File: config.mk
export PLATFORM = sky130hd
export DESIGN_NAME = fft_frame_sequencer_flat
export DESIGN_NICKNAME = d
export VERILOG_FILES = /design/src/rtl/fft_seq_pkg.sv /design/src/rtl/fft_frame_sequencer_if.sv /design/src/rtl/fft_seq_tick_gen.sv /design/src/rtl/fft_frame_sequencer.sv /design/src/flat_wrapper.sv
export SDC_FILE = /design/constraint.sdc
export NUM_CORES = 1
export LEC_CHECK = 0
export BUFFER_PORTS_ARGS = -buffer_cell sky130_fd_sc_hd__clkbuf_2
export CORE_ASPECT_RATIO = 0.8
export CORE_MARGIN = 2
export CORE_UTILIZATION = 40
export CTS_BUF_LIST = sky130_fd_sc_hd__clkbuf_4 sky130_fd_sc_hd__clkbuf_8
export DETAILED_ROUTE_END_ITERATION = 6
export PLACE_DENSITY = 0.64
export SLEW_MARGIN = 20
export SYNTH_ARGS = -nofsm -noshare
export SYNTH_HDL_FRONTEND = slang
export SYNTH_SLANG_ARGS = --single-unit
export TNS_END_PERCENT = 100
File: constraint.sdc
create_clock -name fastclk -period 2.28 [get_ports fastclk]
set_clock_uncertainty 0.05 [all_clocks]
set_input_delay 0.114 -clock fastclk [delete_from_list [all_inputs] [get_ports fastclk]]
set_output_delay 0.114 -clock fastclk [all_outputs]
set_load 0.03 [all_outputs]
File: src/rtl/fft_seq_pkg.sv
// Shared state type and index constants for the 8-point FFT frame sequencer.
package fft_seq_pkg;

    localparam int N_POINTS = 8;
    localparam int INDEX_W  = 3;

    typedef enum logic [1:0] {LOAD, START, WAIT, EMIT} state_t;

    localparam logic [INDEX_W-1:0] LAST_IDX = INDEX_W'(N_POINTS - 1);

    // DC and Nyquist bins of a real-input FFT have no imaginary part.
    localparam logic [INDEX_W-1:0] BIN_DC  = 3'd0;
    localparam logic [INDEX_W-1:0] BIN_NYQ = 3'd4;

    function automatic logic is_real_bin(input logic [INDEX_W-1:0] idx);
        return (idx == BIN_DC) || (idx == BIN_NYQ);
    endfunction

endpackage

File: src/rtl/fft_frame_sequencer_if.sv
// Sample stream, FFT core and bin output signals of the frame sequencer.
interface fft_frame_sequencer_if #(
    parameter int DATA_W = 16
);
    logic signed [DATA_W-1:0]   samp_in;
    logic                       samp_valid;
    logic                       samp_ready;
    logic        [8*DATA_W-1:0] fft_x;
    logic                       fft_start;
    logic                       fft_done;
    logic        [8*DATA_W-1:0] fft_re;
    logic        [8*DATA_W-1:0] fft_im;
    logic signed [DATA_W-1:0]   out_re;
    logic signed [DATA_W-1:0]   out_im;
    logic        [2:0]          out_index;
    logic                       out_valid;
    logic                       out_ready;
    logic                       busy;
    logic        [7:0]          frame_count;

    modport master (
        input  samp_in, samp_valid, fft_done, fft_re, fft_im, out_ready,
        output samp_ready, fft_x, fft_start, out_re, out_im, out_index,
               out_valid, busy, frame_count
    );

    modport slave (
        output samp_in, samp_valid, fft_done, fft_re, fft_im, out_ready,
        input  samp_ready, fft_x, fft_start, out_re, out_im, out_index,
               out_valid, busy, frame_count
    );
endinterface

File: src/rtl/fft_seq_tick_gen.sv
// Free-running pacing tick: one-cycle pulse every TICK_DIV fastclk cycles.
module fft_seq_tick_gen #(
    parameter int TICK_DIV = 50000000
) (
    input  logic fastclk,
    input  logic rst_n,
    output logic tick
);
    localparam int CNT_W = $clog2(TICK_DIV);
    localparam logic [CNT_W-1:0] CNT_LAST = CNT_W'(TICK_DIV - 1);

    logic [CNT_W-1:0] cnt;

    always_ff @(posedge fastclk) begin
        if (!rst_n) begin
            cnt <= '0;
        end else if (cnt == CNT_LAST) begin
            cnt <= '0;
        end else begin
            cnt <= cnt + 1'b1;
        end
    end

    assign tick = (cnt == CNT_LAST);
endmodule

File: src/rtl/fft_frame_sequencer.sv
// Frame controller for the 8-point FFT: load 8 samples, start core, await done, emit bins 0..7.
// Define FFT_SEQ_PACE_EN to throttle emission to at most one bin per TICK_DIV cycles.
module fft_frame_sequencer
    import fft_seq_pkg::*;
#(
    parameter int DATA_W   = 16,
    parameter int TICK_DIV = 50000000
) (
    input logic fastclk,
    input logic rst_n,
    fft_frame_sequencer_if.master bus
);
    state_t                     state;
    logic [INDEX_W-1:0]         load_cnt;
    logic [INDEX_W-1:0]         emit_idx;
    logic [7:0]                 frame_count;
    logic                       vld_p1;
    logic [N_POINTS*DATA_W-1:0] x_p0;
    logic [N_POINTS*DATA_W-1:0] res_re_p1;
    logic [N_POINTS*DATA_W-1:0] res_im_p1;
    logic                       xfer;

    if (TICK_DIV < 2) begin : g_bad_tick_div
        $error("TICK_DIV must be at least 2");
    end

`ifdef FFT_SEQ_PACE_EN
    logic tick;

    fft_seq_tick_gen #(.TICK_DIV(TICK_DIV)) u_tick (
        .fastclk (fastclk),
        .rst_n   (rst_n),
        .tick    (tick)
    );
`endif

    assign xfer = (state == EMIT) && vld_p1 && bus.out_ready;

    always_ff @(posedge fastclk) begin
        if (!rst_n) begin
            state       <= LOAD;
            load_cnt    <= '0;
            emit_idx    <= '0;
            frame_count <= '0;
            vld_p1      <= 1'b0;
            x_p0        <= '0;
            res_re_p1   <= '0;
            res_im_p1   <= '0;
        end else begin
            case (state)
                LOAD: begin
                    if (bus.samp_valid) begin
                        x_p0[load_cnt*DATA_W +: DATA_W] <= bus.samp_in;
                        load_cnt <= load_cnt + 1'b1;
                        if (load_cnt == LAST_IDX) state <= START;
                    end
                end
                START: state <= WAIT;
                // p0 -> p1: capture all bins at once so emission is decoupled from the core
                WAIT: begin
                    if (bus.fft_done) begin
                        res_re_p1 <= bus.fft_re;
                        res_im_p1 <= bus.fft_im;
                        emit_idx  <= '0;
                        state     <= EMIT;
`ifndef FFT_SEQ_PACE_EN
                        vld_p1    <= 1'b1;
`endif
                    end
                end
                EMIT: begin
                    if (xfer) begin
                        emit_idx <= emit_idx + 1'b1;
                        if (emit_idx == LAST_IDX) begin
                            frame_count <= frame_count + 1'b1;
                            vld_p1      <= 1'b0;
                            state       <= LOAD;
                        end
`ifdef FFT_SEQ_PACE_EN
                        vld_p1 <= 1'b0;
                    end else if (!vld_p1 && tick) begin
                        vld_p1 <= 1'b1;
`endif
                    end
                end
                default: state <= LOAD;
            endcase
        end
    end

    assign bus.samp_ready  = (state == LOAD);
    assign bus.busy        = (state != LOAD);
    assign bus.fft_start   = (state == START);
    assign bus.fft_x       = x_p0;
    assign bus.frame_count = frame_count;
    assign bus.out_valid   = vld_p1;
    assign bus.out_index   = emit_idx;
    assign bus.out_re      = res_re_p1[emit_idx*DATA_W +: DATA_W];
    assign bus.out_im      = is_real_bin(emit_idx) ? '0 : res_im_p1[emit_idx*DATA_W +: DATA_W];
endmodule

File: src/flat_wrapper.sv
// flat-port wrapper written by rule: the top's interface ports become plain ports
module fft_frame_sequencer_flat import fft_seq_pkg::*;
#(
    parameter int DATA_W   = 16,
    parameter int TICK_DIV = 50000000
)
  (fastclk, rst_n, bus_samp_in, bus_samp_valid, bus_fft_done, bus_fft_re, bus_fft_im, bus_out_ready, bus_samp_ready, bus_fft_x, bus_fft_start, bus_out_re, bus_out_im, bus_out_index, bus_out_valid, bus_busy, bus_frame_count);
  fft_frame_sequencer_if #(.DATA_W(DATA_W)) bus_i ();
  input logic fastclk;
  input logic rst_n;
  input wire logic [$bits(bus_i.samp_in)-1:0] bus_samp_in;
  input wire logic [$bits(bus_i.samp_valid)-1:0] bus_samp_valid;
  input wire logic [$bits(bus_i.fft_done)-1:0] bus_fft_done;
  input wire logic [$bits(bus_i.fft_re)-1:0] bus_fft_re;
  input wire logic [$bits(bus_i.fft_im)-1:0] bus_fft_im;
  input wire logic [$bits(bus_i.out_ready)-1:0] bus_out_ready;
  output wire logic [$bits(bus_i.samp_ready)-1:0] bus_samp_ready;
  output wire logic [$bits(bus_i.fft_x)-1:0] bus_fft_x;
  output wire logic [$bits(bus_i.fft_start)-1:0] bus_fft_start;
  output wire logic [$bits(bus_i.out_re)-1:0] bus_out_re;
  output wire logic [$bits(bus_i.out_im)-1:0] bus_out_im;
  output wire logic [$bits(bus_i.out_index)-1:0] bus_out_index;
  output wire logic [$bits(bus_i.out_valid)-1:0] bus_out_valid;
  output wire logic [$bits(bus_i.busy)-1:0] bus_busy;
  output wire logic [$bits(bus_i.frame_count)-1:0] bus_frame_count;
  assign bus_i.samp_in = bus_samp_in;
  assign bus_i.samp_valid = bus_samp_valid;
  assign bus_i.fft_done = bus_fft_done;
  assign bus_i.fft_re = bus_fft_re;
  assign bus_i.fft_im = bus_fft_im;
  assign bus_i.out_ready = bus_out_ready;
  assign bus_samp_ready = bus_i.samp_ready;
  assign bus_fft_x = bus_i.fft_x;
  assign bus_fft_start = bus_i.fft_start;
  assign bus_out_re = bus_i.out_re;
  assign bus_out_im = bus_i.out_im;
  assign bus_out_index = bus_i.out_index;
  assign bus_out_valid = bus_i.out_valid;
  assign bus_busy = bus_i.busy;
  assign bus_frame_count = bus_i.frame_count;
  fft_frame_sequencer #(.DATA_W(DATA_W), .TICK_DIV(TICK_DIV)) u_core (.fastclk(fastclk), .rst_n(rst_n), .bus(bus_i));
endmodule
After elaboration in Yosys (flattened, before gate mapping)
Index checks and enable logic that the tools add are counted.
- bits in registers: 401
- bits in latches: 0
- bits in writable memories: 0
- ROM bits: 0
- input port bits: 277
- memories: 0
- $add $sub $neg: 4
- $mul: 0
- div/mod/pow operators: 0
- $lt $le $gt $ge: 0
- equality and inequality tests: 11
- shifts and indexed selects: 4
- mux-type cells: 15
- bitwise operators: 0
- reduce and logical (&&, ||, !) cells: 13
- operators by type and width (operator ; number):
    $shiftx A128 B8 Y16 ; 2
    $bwmux W128 ; 1
    $shift A16 B34 Y128 const A ; 1
    $shiftx A16 B34 Y128 ; 1
    $neg A7 Y34 ; 1
    $mux W16 ; 1
    $mux W2 ; 5
    $eq A3 B3 Y1 const B ; 3
    $add A8 B1 Y8 const B ; 1
    $pmux W2 S4 ; 1
    $add A3 B1 Y3 const B ; 2
    $mux W3 ; 2
    $ne A2 B2 Y1 const B ; 3
    $pmux W3 S2 ; 1
    $reduce_and A3 Y1 ; 2
    $reduce_and A5 Y1 ; 1
    $eq A2 B2 Y1 const B ; 2
    $ne A2 B1 Y1 const B ; 2
    $reduce_and A2 Y1 ; 2
    $reduce_and A4 Y1 ; 1
    $reduce_bool A2 Y1 ; 2
    $logic_not A3 Y1 ; 1
    $mux W1 ; 3
    $eq A2 B1 Y1 const B ; 1
    4 further kinds ; 5

Logic depth before layout (Yosys ltp)
Gate-level depths: netlist of the first run.
- depth after elaboration: 5
- depth in mapped cells: 9
- gate-level depth less buffers: 6

Least setup slack after synthesis of the first run
No wires, ideal clock.
- path kind: reg2out
- from: reg u_core.emit_idx[1] (netlist: u_core.bus.out_index[1])
- to: out bus_out_im[10]
- arrival time: 2.435 ns
- data required time: 2.116 ns
- slack: -0.319 ns
- stages on the path, launching flop included: 9
- path through: dfxtp_1 -> clkbuf_1 -> buf_1 -> inv_1 -> ha_1 -> nor2b_1 -> clkbuf_1 -> clkbuf_1 -> a22o_1
- cells in the longest elaborated chain, start to end: 3
- elaborated cells between the ends (all ways): 5
- classes of those cells: eq/ne: 1; shift: 1; mux: 1; reduce/logical: 2
- RTL lines (element ; line ; text):
    from (decl) ; fft_frame_sequencer.sv:15 ; logic [INDEX_W-1:0] emit_idx;
    from (signal assigned) ; fft_frame_sequencer.sv:73 ; emit_idx <= emit_idx + 1'b1;
    parallel branches: the longest is 2 deep, another holds $shiftx A128 B8 Y16 ; - ;
    $mux W16 (*) ; fft_frame_sequencer.sv:99 ; assign bus.out_im = is_real_bin(emit_idx) ? '0 : res_im_p1[emit_idx*DATA_W +: DATA_W];
    to (decl) ; flat_wrapper.sv:21 ; output wire logic [$bits(bus_i.out_im)-1:0] bus_out_im;
Mark *: on every way between the ends.

Final worst setup path of the first run
- from: reg u_core.emit_idx[0] (netlist: u_core.bus.out_index[0])
- to: out bus_out_im[3]
Same word-level chain as after synthesis.

==> impl_metrics.yaml, run 1 <==
worst_setup_path:
  path_buf_inv: 4
  max_stage_delay_ns: 0.55
  crit_fanout: 8
  cp.arrival_ns: 2.32
  path_common_cell: "buf_12"
  crit_required_ns: 2.12
  start_kind: "flip-flop"
  crit_type: "reg2out"
  crit_chain: "buf_12 > buf_12 > buf_16 > mux4_2 > a22o_1 > clkbuf_8"
  crit_family: "buffers and inverters"
  cp-end-kind: "primary output"
  cp_slowest_cell: "mux4_2"
floorplan:
  num_rows: 66
  dieArea_mm2: 0.0431
  die_h_um: 186
  io_pins: 452
  start_util_pct: 40.6
  coreArea_mm2: 0.0408
  die_x_um: 232
logic_synthesis:
  synth.avg_cell_area_um2: 8.88
  synth_flop_cell: "dfxtp_1"
  synthTopCellsByCount: "nand2_1 (645), dfxtp_1 (401), a21oi_1 (280)"
  ys_async_sr_fraction_pct: 0
  synth_top_area_share_pct: 48.4
  yosysTopAreaCell: "dfxtp_1"
  synthCells: 1867
  synth_nets: 2159
  synthesis.area_mm2: 0.0166
  synth.top_cells.by_area: "dfxtp_1 (48%), nand2_1 (15%), mux4_2 (8.7%)"
  synth-seq-cells: 401
  ys_seq_area_share_pct: 48.4
  yosysWarnings: 0
  synth_enable_flop_cells: 0
  synth_cell_type_count: 40
  yosysMostFrequentCell: "nand2_1"
clock_network:
  cts_tree: "built"
  clock-sinks: 401
  clock_latency_ns: 0.61
  htree_levels: 3
  clkTransAtPathRegs_ns: 0.06
  root_buffer: "clkbuf_8"
  cts_buffers: 67
  clockBufferDepth: 3
placed_design:
  dp_cells: 2760
  place.port_buffers: 451
  dpl-instance-area_mm2: 0.0195
  place.detailed.hpwl_mm: 37.2
  place_ws_ns: 0.0184
  place_congestion: 0.856
detailed_routing:
  met1_length_mm: 24.1
  viasPerCell: 5.25
  wire_per_inst_um: 19.0
  route.met3.wl_mm: 3.79
  drc_errors: 0
  ant_nets: 0
  firstDrtPassIters: 6
  routed_wl_mm: 60.2
  drt_iter0_drc: 1360
  num_vias: 16700
  wl_met2_mm: 29.2
  topRoutingLayerUsed: "met5"
timing:
  rsz0062_at_grt: "yes"
  drv_slew: 0
  worst_pin_slew_ns: 0.563
  hold_viol_final: 0
  tns_ns: -4.63
  min_period_over_period_pct: 109
  timing.fmax_mhz: 403
  min_period_ns: 2.48
  fin_ws_ns: -0.200
  hold-worst-slack_ns: 0.224
  setup_viol: 32
  relSlewSlack_pct: 62.2
final_layout:
  fin_cells: 3171
  final_util_pct: 59.8
  final_cell_area_mm2: 0.0244
  fillCellCount: 3378
  finalNetCount: 2865
  synthToLayoutAreaGrowth_pct: 47.3
  post_route_cells_drive_above_1_share_pct: 28.3
global_route:
  grt_pass1_wl_mm: 90.3
  grt_max_degree: 117
  grtUsageTotal_pct: 26.7
  grt_pass1_vias: 16800
  antenna_found_initial: 8
  grt-ovfl-total: 0
power:
  leakagePower_nw: 9.41
  power_mw: 15.1
  vdd_drop_max_uv: 406
  powerDensity_mw_per_mm2: 618
run:
  cap_viol_max_count: 0
worst_hold_path:
  hold_path.class: "in2reg"
run_status:
  run_status: "complete, but fails checks"
  violations: "negative setup slack"
-- timing repair --
item,CTS,global route
endpoints found under the hold margin,395,0
cloned,7,0
pin swaps,13,2
setup buffers,7,0
hold buffers,276,0
endpoints found under the setup margin,33,33
gates resized for setup,92,26
-- cells by family after synthesis --
group,Yosys count,share of synthesized area [%]
compound gates,323,10.3
xor+xnor,2,0.106
fa+ha+maj,15,1.13
buf+inv,164,4.27
flops,401,48.4
mux,198,16.9
simple gates,764,18.9
-- worst paths after layout --
path | start | to | slack [ns] | depth (start not counted)
worst max-delay path | u_core.bus.out_index[0] | bus_out_im[3] | -0.20 | 6
worst min-delay path | bus_fft_im[51] | u_core.res_im_p1[51] | 0.22 | 4
worst max register to register | u_core.bus.out_index[0] | u_core.state[1] | 0.17 | 9
worst min register to register | u_core.res_im_p1[108] | u_core.res_im_p1[108] | 0.40 | 2
-- worst min-delay path: cells and delay by family --
family,cells,cell delay [ns]
AO/OA/AOI/OAI,1,0.05
buffers and inverters,2,0.63
AND/OR/NAND/NOR,1,0.05
-- registers in the layout, indices dropped and copies added (netlist names) --
name and flops:
u_core.bus.frame_count 8, u_core.res_re_p1 128, u_core.state 2, u_core.res_im_p1 128, u_core.bus.out_index 3, u_core.load_cnt 3, u_core.bus.out_valid 1, u_core.bus.fft_x 128
-- cell type report --
type	instances	area, um2	share of cell area [%]
Antenna cell	8	20.0	0.0820
Clock buffer	99	1220	5.02
Clock inverter	16	164	0.672
Inverter	11	48.8	0.200
Multi-Input combinational cell	1302	7980	32.7
Sequential cell	401	8040	32.9
Tap cell	544	681	2.79
Timing Repair Buffer	790	6250	25.6
-- cell usage in the layout (no fill, tap or decap), drive strengths merged, types with 16 or more instances in the layout --
master	synthesis	final
nand2	645	645
clkbuf	107	530
dfxtp	401	401
a21oi	280	280
dlygate4sd3	0	276
mux2i	118	118
nand3	84	84
buf	46	83
mux4	64	64
o21ai	20	20
mux2	16	16
a22o	16	16
-- metal layers --
layer / vias to the layer above / global-route usage [%]
met5: - / 0
met2: 722 / 44.9
li1: 7764 / -
met3: 219 / 6.05
met1: 7950 / 31.7
met4: 2 / 15.3
-- where the power goes --
part           total, mW  switching (mW)  internal [mW]
registers           7.04          0.0124           7.03
logic               1.31           0.673          0.639
clock network       6.74            3.04           3.70
total               15.1            3.72           11.4
No activity file was read; power rests on OpenSTA's default activity.
==> run 2, diff against run 1 <==
Settings changed: CORE_UTILIZATION 40 to 49, PLACE_DENSITY 0.64 to 0.76.
==> run 2 against run 1 <==
- the run still ends with negative setup slack left
- register-to-register slack worse by 0.15 ns
- clock power down 6.2%
- sequential power barely moved
- final cell count shrank 3.6%
- global-route usage grew 8.5 points
- utilization up 13 points
- fmax shrank 5.2%
- total power decreased by 2.7%
- worst setup slack got worse by 0.14 ns
- critical path depth shrank 1
- critical endpoint is now bus_out_im[8]
- largest cell class unchanged
- largest power group unchanged
==> impl_metrics.yaml, run 2 (same netlist as run 1, synthesis figures left out) <==
worst_setup_path:
  crit_type: "reg2out"
  cp.arrival_ns: 2.45
  crit_fanout: 7
  r2r_slack_ns: 0.02
  cp-end-kind: "primary output"
  crit_required_ns: 2.12
  start_kind: "flip-flop"
  r2r-start: "u_core.state[0]"
  reg2reg_to: "u_core.res_re_p1[116]"
  reg2reg_depth: 6
worst_hold_path:
  whs_path_depth: 4
  worstHoldStart: "bus_fft_im[10]"
  min_to: "u_core.res_im_p1[10]"
  hold_path.class: "in2reg"
timing:
  hold_viol_final: 0
  fin_ws_ns: -0.336
  timing.fmax_mhz: 382
  drv_slew: 0
  setup_viol: 32
  min_period_over_period_pct: 115
  relSlewSlack_pct: 58.0
  min_period_ns: 2.62
  worst_pin_slew_ns: 0.630
  hold-worst-slack_ns: 0.195
  rsz0062_at_grt: "yes"
floorplan:
  num_rows: 60
  die_h_um: 168
  coreArea_mm2: 0.0335
  io_pins: 452
  die_x_um: 210
  dieArea_mm2: 0.0353
  start_util_pct: 49.5
final_layout:
  finalNetCount: 2860
  post_route_cells_drive_above_1_share_pct: 28.1
  final_util_pct: 72.4
  synthToLayoutAreaGrowth_pct: 46.2
  final_cell_area_mm2: 0.0242
  fin_cells: 3057
  layout_common_cells: "nand2_1 (644), clkbuf_2 (418), dfxtp_1 (399), a21oi_1 (280), dlygate4sd3_1 (276)"
  layout_commonest_cell: "nand2_1"
  fillCellCount: 2205
clock_network:
  clockBufferDepth: 3
  clkTransAtPathRegs_ns: 0.07
  htree_levels: 2
  clock_latency_ns: 0.61
  cts_tree: "built"
  clock-sinks: 401
  root_buffer: "clkbuf_8"
  cts_buffers: 61
detailed_routing:
  routed_wl_mm: 66.4
  firstDrtPassIters: 7
  drc_errors: 0
  ant_nets: 0
  drt_iter0_drc: 2434
  viasPerCell: 5.82
  wire_per_inst_um: 21.7
  num_vias: 17800
placed_design:
  dpl-instance-area_mm2: 0.0193
  place.port_buffers: 451
  dp_cells: 2645
  place.detailed.hpwl_mm: 35.9
  place_congestion: 0.889
run:
  cap_viol_max_count: 0
run_status:
  run_status: "complete, but fails checks"
  violations: "negative setup slack"
global_route:
  grt_max_degree: 132
  grt_pass1_vias: 18000
  grt_pass1_wl_mm: 98.0
  grtUsageTotal_pct: 35.3
  grt-ovfl-total: 0
  antenna_found_initial: 6
power:
  powerDensity_mw_per_mm2: 606
  vdd_drop_max_uv: 552
  leakagePower_nw: 9.39
  power_mw: 14.7
## run 2: final cells by class
cell class	instances	area, um2	share of cell area (%)
Antenna cell	7	17.5	0.0723
Sequential cell	401	8040	33.2
Timing Repair Buffer	791	6270	25.9
Multi-Input combinational cell	1302	8020	33.1
Clock buffer	95	1180	4.88
Inverter	11	53.8	0.222
Tap cell	434	543	2.24
Clock inverter	16	104	0.429
## run 2: metal layers
layer  global-route usage, %  vias to the layer above  wire [um]
met5                       0                        -         24
met3                    8.92                      375       6580
met1                    40.8                     8312      23600
met4                    22.0                        4       4370
li1                        -                     7742          -
met2                    58.9                     1371      31800
## run 2: how the worst max path moves through the flow
stage	endpoint	startpoint	slack, ns
finish	bus_out_im[8]	u_core.bus.out_index[0]	-0.34
global route	bus_out_im[8]	u_core.bus.out_index[0]	-0.39
CTS	bus_out_re[12]	u_core.bus.out_index[0]	-0.29
detailed placement	u_core.bus.fft_x[11]	u_core.load_cnt[0]	-0.02
global placement	u_core.bus.fft_x[6]	u_core.load_cnt[0]	0.09
floorplan	bus_out_im[10]	u_core.bus.out_index[0]	0.02
## run 2: repair_timing
| action | CTS | global route |
|---|---|---|
| setup endpoints to repair | 41 | 32 |
| hold buffers | 276 | 0 |
| pin swaps | 10 | 6 |
| buffers inserted | 10 | 1 |
| endpoints found under the hold margin | 394 | 0 |
| gates resized for setup | 106 | 40 |
| cloned | 8 | 1 |
## run 2: metrics by stage
stage | TNS, ns | worst slack (ns)
floorplan | 0 | 0.0243
global placement | 0 | 0.0929
detailed placement | -0.0189 | -0.0189
CTS | -7.65 | -0.287
global route | -9.78 | -0.387
finish | -7.92 | -0.336
## run 2: critical path, stage by stage, from the launching register on
cell,delay (ns)
dfxtp_4,0.44
buf_12,0.17
buf_16,0.14
mux4_2,0.63
a22o_4,0.30
buf_8,0.13
## run 2: power by group
group          switching (mW)  internal, mW  total, mW  leakage, nW
combinational           0.688         0.641       1.33         5.48
sequential             0.0138          7.03       7.04         3.23
clock                    2.91          3.40       6.32        0.687
total                    3.61          11.1       14.7         9.39
